[config.mk]
export PLATFORM = sky130hd
export DESIGN_NAME = button_irq_ctrl_flat
export DESIGN_NICKNAME = d
export VERILOG_FILES = /design/src/rtl/button_irq_ctrl_pkg.sv /design/src/rtl/button_irq_ctrl_if.sv /design/src/rtl/button_irq_ctrl_btn_debounce.sv /design/src/rtl/button_irq_ctrl.sv /design/src/flat_wrapper.sv
export SDC_FILE = /design/constraint.sdc
export NUM_CORES = 1
export LEC_CHECK = 0
export BUFFER_PORTS_ARGS = -buffer_cell sky130_fd_sc_hd__buf_2
export CAP_MARGIN = 20
export CORE_ASPECT_RATIO = 1.4
export CORE_MARGIN = 3
export CORE_UTILIZATION = 50
export DETAILED_ROUTE_END_ITERATION = 7
export PLACE_DENSITY_LB_ADDON = 0.1
export REMOVE_ABC_BUFFERS = 1
export SLEW_MARGIN = 10
export SYNTH_ARGS = -nofsm -noshare
export SYNTH_HDL_FRONTEND = slang
export SYNTH_SLANG_ARGS = --single-unit
[constraint.sdc]
create_clock -name CLK -period 2.7 [get_ports CLK]
set_input_delay 0.135 -clock CLK [delete_from_list [all_inputs] [get_ports CLK]]
set_output_delay 0.135 -clock CLK [all_outputs]
set_load 0.01 [all_outputs]
[src/rtl/button_irq_ctrl_pkg.sv]
// Shared RatCPU I/O definitions: port IDs, IRQ FSM states and the default button count.
package rat_io_pkg;

  localparam int NUM_BTN_DEF = 4;

  localparam logic [7:0] PID_SWITCHES = 8'h20;
  localparam logic [7:0] PID_BUTTONS  = 8'h24;
  localparam logic [7:0] PID_LEDS     = 8'h40;
  localparam logic [7:0] PID_SEG      = 8'h81;
  localparam logic [7:0] PID_CLR      = 8'h42;
  localparam logic [7:0] PID_MASK     = 8'h43;

  typedef enum logic [1:0] {
    IDLE   = 2'd0,
    ASSERT = 2'd1,
    ARMED  = 2'd2
  } irq_state_t;

endpackage

[src/rtl/button_irq_ctrl_if.sv]
// CPU-side port bus: OUT strobe/ID/data towards the button block, STATUS/INTERRUPT back.
interface button_irq_ctrl_if;
  logic [7:0] PORT_ID;
  logic [7:0] OUT_PORT;
  logic       IO_STRB;
  logic [7:0] STATUS;
  logic       INTERRUPT;

  modport master (output PORT_ID, OUT_PORT, IO_STRB, input STATUS, INTERRUPT);
  modport slave  (input PORT_ID, OUT_PORT, IO_STRB, output STATUS, INTERRUPT);
endinterface

[src/rtl/button_irq_ctrl_btn_debounce.sv]
// One button: 2-flop synchroniser, stability counter and a one-cycle rising-edge pulse
// on the debounced level.
module btn_debounce #(
  parameter int DB_COUNT = 500000
) (
  input  logic CLK,
  input  logic RESET,
  input  logic i_btn,
  output logic o_stable,
  output logic o_rise
);
  localparam int CNT_W = (DB_COUNT > 1) ? $clog2(DB_COUNT) : 1;
  localparam logic [CNT_W-1:0] CNT_LAST = CNT_W'(DB_COUNT - 1);

  logic             r_sync1;
  logic             r_sync2;
  logic             r_stable;
  logic             r_stable_q;
  logic [CNT_W-1:0] r_cnt;

  always_ff @(posedge CLK) begin
    if (RESET) begin
      r_sync1    <= 1'b0;
      r_sync2    <= 1'b0;
      r_stable   <= 1'b0;
      r_stable_q <= 1'b0;
      r_cnt      <= '0;
    end else begin
      r_sync1    <= i_btn;
      r_sync2    <= r_sync1;
      r_stable_q <= r_stable;
      // Any return to the accepted level restarts the count, so a bouncy input never wins.
      if (r_sync2 == r_stable) begin
        r_cnt <= '0;
      end else if (r_cnt == CNT_LAST) begin
        r_stable <= r_sync2;
        r_cnt    <= '0;
      end else begin
        r_cnt <= r_cnt + 1'b1;
      end
    end
  end

  assign o_stable = r_stable;
  assign o_rise   = r_stable & ~r_stable_q;
endmodule

[src/rtl/button_irq_ctrl.sv]
// Push-button front end for RatCPU: debounced edges latch into pending, enabled pending
// buttons raise INTERRUPT; the CPU clears pending (write-1) and sets the mask via OUT.
module button_irq_ctrl
  import rat_io_pkg::*;
#(
  parameter int         NUM_BTN  = NUM_BTN_DEF,
  parameter int         DB_COUNT = 500000,
  parameter int         IRQ_LEN  = 1,
  parameter logic [7:0] CLR_ID   = PID_CLR,
  parameter logic [7:0] MASK_ID  = PID_MASK
) (
  input  logic               CLK,
  input  logic               RESET,
  input  logic [NUM_BTN-1:0] BTN,
  button_irq_ctrl_if.slave   bus
);
  localparam int CW = (IRQ_LEN > 1) ? $clog2(IRQ_LEN) : 1;
  localparam logic [CW-1:0] IRQ_LOAD = CW'(IRQ_LEN - 1);

  logic [NUM_BTN-1:0] w_stable;
  logic [NUM_BTN-1:0] w_rise;
  logic [NUM_BTN-1:0] w_clr;
  logic [NUM_BTN-1:0] w_pending_next;
  logic [NUM_BTN-1:0] r_pending;
  logic [NUM_BTN-1:0] r_mask;
  logic               w_clr_wr;
  logic               w_mask_wr;
  logic               w_req;
  logic               w_req_after;
  logic               w_irq;
  logic [7:0]         w_status;
  irq_state_t         r_state;
  irq_state_t         w_state_next;
  logic [CW-1:0]      r_irq_cnt;
  logic [CW-1:0]      w_irq_cnt_next;

  generate
    for (genvar gi = 0; gi < NUM_BTN; gi++) begin : g_btn
      btn_debounce #(.DB_COUNT(DB_COUNT)) u_db (
        .CLK      (CLK),
        .RESET    (RESET),
        .i_btn    (BTN[gi]),
        .o_stable (w_stable[gi]),
        .o_rise   (w_rise[gi])
      );
    end
  endgenerate

  assign w_clr_wr  = bus.IO_STRB && (bus.PORT_ID == CLR_ID);
  assign w_mask_wr = bus.IO_STRB && (bus.PORT_ID == MASK_ID);
  assign w_clr     = w_clr_wr ? bus.OUT_PORT[NUM_BTN-1:0] : '0;
  // A rise in the same cycle as its clear survives: the OR comes after the clear.
  assign w_pending_next = (r_pending & ~w_clr) | w_rise;
  assign w_req          = |(r_pending & r_mask);
  assign w_req_after    = |(w_pending_next & r_mask);

  always_ff @(posedge CLK) begin
    if (RESET) begin
      r_pending <= '0;
      r_mask    <= '1;
      r_state   <= IDLE;
      r_irq_cnt <= '0;
    end else begin
      r_pending <= w_pending_next;
      if (w_mask_wr) r_mask <= bus.OUT_PORT[NUM_BTN-1:0];
      r_state   <= w_state_next;
      r_irq_cnt <= w_irq_cnt_next;
    end
  end

  always_comb begin
    w_state_next   = r_state;
    w_irq_cnt_next = r_irq_cnt;
    w_irq          = 1'b0;
    case (r_state)
      IDLE: begin
        if (w_req) begin
          w_state_next   = ASSERT;
          w_irq_cnt_next = IRQ_LOAD;
        end
      end
      ASSERT: begin
        w_irq = 1'b1;
        if (r_irq_cnt == '0) w_state_next = ARMED;
        else w_irq_cnt_next = r_irq_cnt - 1'b1;
      end
      ARMED: begin
        // The ISR acknowledges with a CLR write; if work remains, fire again.
        if (!w_req) begin
          w_state_next = IDLE;
        end else if (w_clr_wr && w_req_after) begin
          w_state_next   = ASSERT;
          w_irq_cnt_next = IRQ_LOAD;
        end
      end
      default: w_state_next = IDLE;
    endcase
  end

  generate
    for (genvar gi = 0; gi < 4; gi++) begin : g_status
      if (gi < NUM_BTN) begin : g_used
        assign w_status[gi]     = r_pending[gi];
        assign w_status[gi + 4] = w_stable[gi];
      end else begin : g_unused
        assign w_status[gi]     = 1'b0;
        assign w_status[gi + 4] = 1'b0;
      end
    end
  endgenerate

  assign bus.STATUS    = w_status;
  assign bus.INTERRUPT = w_irq;
endmodule

[src/flat_wrapper.sv]
// flat-port wrapper written by rule: the top's interface ports become plain ports
module button_irq_ctrl_flat import rat_io_pkg::*;
#(
  parameter int         NUM_BTN  = NUM_BTN_DEF,
  parameter int         DB_COUNT = 500000,
  parameter int         IRQ_LEN  = 1,
  parameter logic [7:0] CLR_ID   = PID_CLR,
  parameter logic [7:0] MASK_ID  = PID_MASK
)
  (CLK, RESET, BTN, bus_PORT_ID, bus_OUT_PORT, bus_IO_STRB, bus_STATUS, bus_INTERRUPT);
  button_irq_ctrl_if bus_i ();
  input  logic CLK;
  input  logic RESET;
  input  logic [NUM_BTN-1:0] BTN;
  input wire logic [$bits(bus_i.PORT_ID)-1:0] bus_PORT_ID;
  input wire logic [$bits(bus_i.OUT_PORT)-1:0] bus_OUT_PORT;
  input wire logic [$bits(bus_i.IO_STRB)-1:0] bus_IO_STRB;
  output wire logic [$bits(bus_i.STATUS)-1:0] bus_STATUS;
  output wire logic [$bits(bus_i.INTERRUPT)-1:0] bus_INTERRUPT;
  assign bus_i.PORT_ID = bus_PORT_ID;
  assign bus_i.OUT_PORT = bus_OUT_PORT;
  assign bus_i.IO_STRB = bus_IO_STRB;
  assign bus_STATUS = bus_i.STATUS;
  assign bus_INTERRUPT = bus_i.INTERRUPT;
  button_irq_ctrl #(.NUM_BTN(NUM_BTN), .DB_COUNT(DB_COUNT), .IRQ_LEN(IRQ_LEN), .CLR_ID(CLR_ID), .MASK_ID(MASK_ID)) u_core (.CLK(CLK), .RESET(RESET), .BTN(BTN), .bus(bus_i));
endmodule
== After elaboration in Yosys (flattened, before gate mapping) ==
Cells that the tools add are included.

* Flip-flop bits (word level): 103
* Word-level logic and storage cells: 92

* $add $sub $neg: 5
* Equality and inequality tests: 17
* Multiplexer cells: 12
* Bitwise gates (word level): 17
* Reduce and logical (&&, ||, !) cells: 17

{| class="wikitable"
|+ Operators with widths
! cell !! number
|-
| 19-bit by 1-bit adder with 19-bit output, second input constant || 4
|-
| 19-bit equality test, second input constant || 4
|-
| 8-bit by 7-bit equality test with 1-bit output, second input constant || 2
|-
| 4-bit bitwise AND || 3
|-
| 3-bit OR reduction || 4
|-
| 2-bit two-way mux || 4
|-
| 1-bit NOT || 8
|-
| 2-bit AND reduction || 4
|-
| 4-bit OR reduction || 2
|-
| 2-bit by 1-bit inequality test with 1-bit output, second input constant || 3
|-
| 2-bit one-hot mux with 3 select lines || 1
|-
| 1-bit two-way mux || 5
|-
| 1-bit bitwise AND || 4
|-
| 1-bit equality test || 4
|-
| 4-bit two-way mux || 1
|-
| 4-bit NOT || 1
|-
| 4-bit OR || 1
|-
| 4-bit AND reduction || 1
|-
| 1-bit logical AND || 3
|-
| 3-bit inequality test, second input constant || 1
|-
| 1-bit one-hot mux with 3 select lines || 1
|-
| 3-bit AND reduction || 1
|-
| 3-bit nonzero test || 1
|-
| 2-bit by 1-bit equality test with 1-bit output, second input constant || 1
|-
| other kinds (4) || 4
|}

== Depth between registers and ports, before layout ==
* Depth after elaboration: 12
* Depth in mapped cells: 7

== Cells and area by module ==
Synthesis repeated with hierarchy kept, for this count alone.

* Cells, all modules: 494
* Area, all modules: 4478.0 sq um

{| class="wikitable"
|+ By module, submodules not included
! module !! times used !! cells an instance !! area each (sq um) !! sequential area each (sq um)
|-
| btn_debounce || 4 || 109 || 999.7 || 460.4
|-
| button_irq_ctrl || 1 || 58 || 479.2 || 200.2
|}

== Least setup slack after synthesis ==
Ideal clock, no wire load.

* Kind: register -> register
* Start: reg u_core.g_btn[1].u_db.r_cnt[0]
* End: reg u_core.g_btn[1].u_db.r_cnt[16]
* Setup time: 0.070 ns
* Data arrival time: 1.813 ns
* Required time: 2.630 ns
* Path slack: 0.817 ns
* Stages on the path, launching flop included: 7
* Period minus slack after synthesis: 1.883 ns
* Path through: dfxtp_1 > ha_1 > nand4_1 > or3_1 > clkbuf_1 > or4_1 > a21oi_1

* Longest elaborated chain between the ends: 2
* Elaborated cells on any way between the ends: 3
* Classes of those cells: add/sub (1); eq/ne (1); reduce/logical (1)

{| class="wikitable"
|+ Ends and longest elaborated chain
! item !! line !! RTL
|-
| from (decl) || button_irq_ctrl_btn_debounce.sv:19 || <nowiki>logic [CNT_W-1:0] r_cnt;</nowiki>
|-
| from (signal assigned) || button_irq_ctrl_btn_debounce.sv:39 || <nowiki>r_cnt <= r_cnt + 1'b1;</nowiki>
|-
| branches (longest 2 deep; another with 19-bit by 1-bit adder with 19-bit output) || -- ||
|}

Parallel ways; which one is timed is not known.
A chain may end at the register's enable or synchronous reset.

== Worst setup path in the final report ==
* Start: reg u_core.g_btn[2].u_db.r_cnt[12]
* End: reg u_core.g_btn[2].u_db.r_cnt[6]

* Longest elaborated chain between the ends: 2

{| class="wikitable"
|+ Ends and longest elaborated chain
! item !! line !! RTL
|-
| from (decl) || button_irq_ctrl_btn_debounce.sv:19 ||
|-
| from (signal assigned) || button_irq_ctrl_btn_debounce.sv:39 ||
|-
| 19-bit equality test || button_irq_ctrl_btn_debounce.sv:35 || <nowiki>end else if (r_cnt == CNT_LAST) begin</nowiki>
|-
| 3-bit OR reduction (no line) || -- ||
|}

Every way passes these cells.

==> impl_metrics.yaml <==
synth:
  ys_types: 45
  yosys.area.top_type_share: 0.458
  synth-edff-count: 0
  ys_warn_count: 0
  synth_area_per_cell_um2: 8.90
  async_reset_ff_frac: 0
  synth_ff_type: "dfxtp_1"
  ys_seq_area_frac: 0.458
  synth.area.top_cells: "dfxtp_1 46%, nor2_1 5.3%, xnor2_1 5.3%"
  synth-seq-cells: 102
  syn_area_mm2: 0.00446
  synthCells: 501
  synth_top_cell_by_area: "dfxtp_1"
critical_path:
  path_buf_inv: 0
  end_kind: "register"
  cp_slowest_stage_delay_ns: 0.57
  cp_top_family: "simple AND/OR/NAND/NOR gates"
  crit_start: "u_core.g_btn[2].u_db.r_cnt[12]$_SDFF_PP0_"
  r2r-end: "u_core.g_btn[2].u_db.r_cnt[6]$_SDFF_PP0_"
  cpMaxStageDelayCell: "or4_4"
  setup.worst_path.start_class: "register"
  path_max_fanout: 17
  path_cells: "or4_1 -> or4_4 -> o21bai_4 -> nor2_1"
  ff2ff_setup_slack_ns: 0.59
  rr_worst_depth: 4
  r2r-start: "u_core.g_btn[2].u_db.r_cnt[12]$_SDFF_PP0_"
  crit_arrival_ns: 2.32
  critPathKind: "reg -> reg"
  required_ns: 2.91
finish:
  n_antenna_cell: 0
  final_cell_mix: "102 x dfxtp_1, 63 x nor2_1, 30 x nand2_1, 27 x xnor2_1, 27 x buf_2"
  layout_commonest_cell: "dfxtp_1"
  syn2layout_area_growth_pct: 10.2
  drive_gt1_frac: 0.102
  nets: 549
clocking:
  cts_resized: 0
  cts_buffers: 9
  ctsRootBufferMaster: "clkbuf_16"
  clk_latency_ns: 0.34
  cts_tree: "built"
  postCtsSetupBuffers: 0
  clockBufferDepth: 2
  hold_buffers: 2
  clk_pin_slew_ns: 0.07
  cts_sinks: 102
  cts.htree.levels: 3
flow_run:
  maxCapViolations: 0
detailed_routing:
  met3_length_um: 342
  wl_per_cell_um: 13.1
  drc: 0
  drt_first_pass_iters: 4
  wl_met1_um: 3830
  postRouteAntennaNets: 0
  wl_met2_um: 3940
  vias_per_cell: 5.50
  initialDrtViolationCount: 101
  routed.top_layer: "met4"
  vias: 3479
  wl_um: 8270
die:
  die_area_mm2: 0.0101
  io_pins: 32
  die_h_um: 118
  core_mm2: 0.00866
  rows: 40
  die_x_um: 85.8
  start_util: 0.515
sta:
  hold_violations: 0
  slew_viol_final: 0
  fmax_ghz: 0.475
  fin_crit_sh: 0.780
  rsz0062_at_grt: "no"
  worstMarginPinSlew_ns: 0.688
  finalSetupViolCount: 0
  skew_ns: 0.00604
  fin_crit_ns: 2.11
  max_slew_margin: 0.541
  tns_ns: 0
global_route:
  antenna_found_initial: 0
  grt_pass1_wl_um: 14300
  grt_max_degree: 18
  grt_pass1_vias: 3265
  grt.overflow.total: 0
  gr-usage-all-layers: 0.171
power:
  p_seq_frac: 0.555
  max-vdd-ir-drop_uv: 368
  pwr-share-clk: 0.429
  p_per_area_mw_per_mm2: 555
  internal-power_uw: 2150
  p_leak_uw: 0.00155
  finalPower_uw: 2730
  combPwrFrac: 0.016
  power.switching_uw: 578
  switching_share: 0.212
min_path:
  hold_class: "in -> reg"
  min_from: "BTN[2]"
  holdPathStages: 2
  worst_hold_path.endpoint: "u_core.g_btn[2].u_db.r_sync1$_SDFF_PP0_"
placement:
  gp_congestion: 0.795
  dp_hpwl_um: 5910
  io_buffers: 27
status:
  outcome: "finished, final reports clean"
-- synthesized netlist by cell type (all sizes together), types with 7 or more instances --
| cell type | n |
|---|---|
| nand2 | 30 |
| o31ai | 11 |
| a21oi | 24 |
| and4 | 7 |
| nor3 | 7 |
| nand4 | 13 |
| nor4 | 12 |
| clkbuf | 9 |
| nand3 | 28 |
| inv | 14 |
| dfxtp | 102 |
| or4 | 15 |
| o21ai | 19 |
| nor2 | 63 |
| nor2b | 25 |
| buf | 10 |
| or3 | 14 |
| xnor2 | 27 |
| xor2 | 23 |
| o21a | 8 |
-- registers in the layout (all words and copies together), names as in the netlist --
name,cells
u_core.r_state,2
u_core.r_pending,4
u_core.g_btn.u_db.o_stable,4
u_core.g_btn.u_db.r_sync1,4
u_core.g_btn.u_db.r_stable_q,4
u_core.g_btn.u_db.r_cnt,76
u_core.r_mask,4
u_core.g_btn.u_db.r_sync2,4
-- cell type report --
type	count	area, um2
Clock inverter	6	38.8
Clock buffer	10	229
Tap cell	105	131
Sequential cell	102	2040
Multi-Input combinational cell	366	2270
Inverter	14	52.6
Timing Repair Buffer	29	155
Fill cell	819	3740
-- how the worst max path moves through the flow --
stage	endpoint	slack, ns	cells after the start
2_1_floorplan	u_core.g_btn[2].u_db.r_cnt[10]$_SDFF_PP0_	0.85	4
3_3_place_gp	u_core.g_btn[3].u_db.r_cnt[14]$_SDFF_PP0_	0.65	4
3_5_place_dp	u_core.g_btn[3].u_db.r_cnt[12]$_SDFF_PP0_	0.61	4
4_1_cts	u_core.g_btn[2].u_db.r_cnt[6]$_SDFF_PP0_	0.58	4
5_1_grt	u_core.g_btn[3].u_db.r_cnt[7]$_SDFF_PP0_	0.49	4
6_report	u_core.g_btn[2].u_db.r_cnt[6]$_SDFF_PP0_	0.59	4
-- stage by stage --
stage / hold WS [ns] / instances / setup WS, ns / utilization / cell area [um2]
floorplan: 0.204 / 482 / 0.851 / - / 4360
global placement: 0.342 / 614 / 0.646 / 0.534 / 4630
detailed placement: 0.347 / 614 / 0.614 / 0.534 / 4630
CTS: 0.0214 / 632 / 0.576 / 0.568 / 4910
global route: 0.0261 / 632 / 0.489 / 0.568 / 4910
finish: 0.0182 / 632 / 0.595 / 0.568 / 4910
-- cell families after synthesis --
family,share of synthesized area
fa+ha+maj,0.0112
buf+inv,0.0342
flops,0.458
xor+xnor,0.0982
simple gates,0.286
compound gates,0.113
-- layer usage --
metal | global-route usage | up-vias
met5 | 0 | -
met4 | 0.0723 | 0
li1 | - | 1809
met2 | 0.280 | 48
met1 | 0.217 | 1611
met3 | 0.0343 | 11
-- power groups by stage --
stage	Clock (uW)	Sequential, uW	Combinational [uW]
floorplan	0	1550	19.5
global placement	0	1550	42.5
detailed placement	0	1550	43.7
CTS	1200	1510	45.9
global route	1260	1510	50.6
finish	1170	1520	44.6
Note: power is estimated with default switching activity, not from simulation.
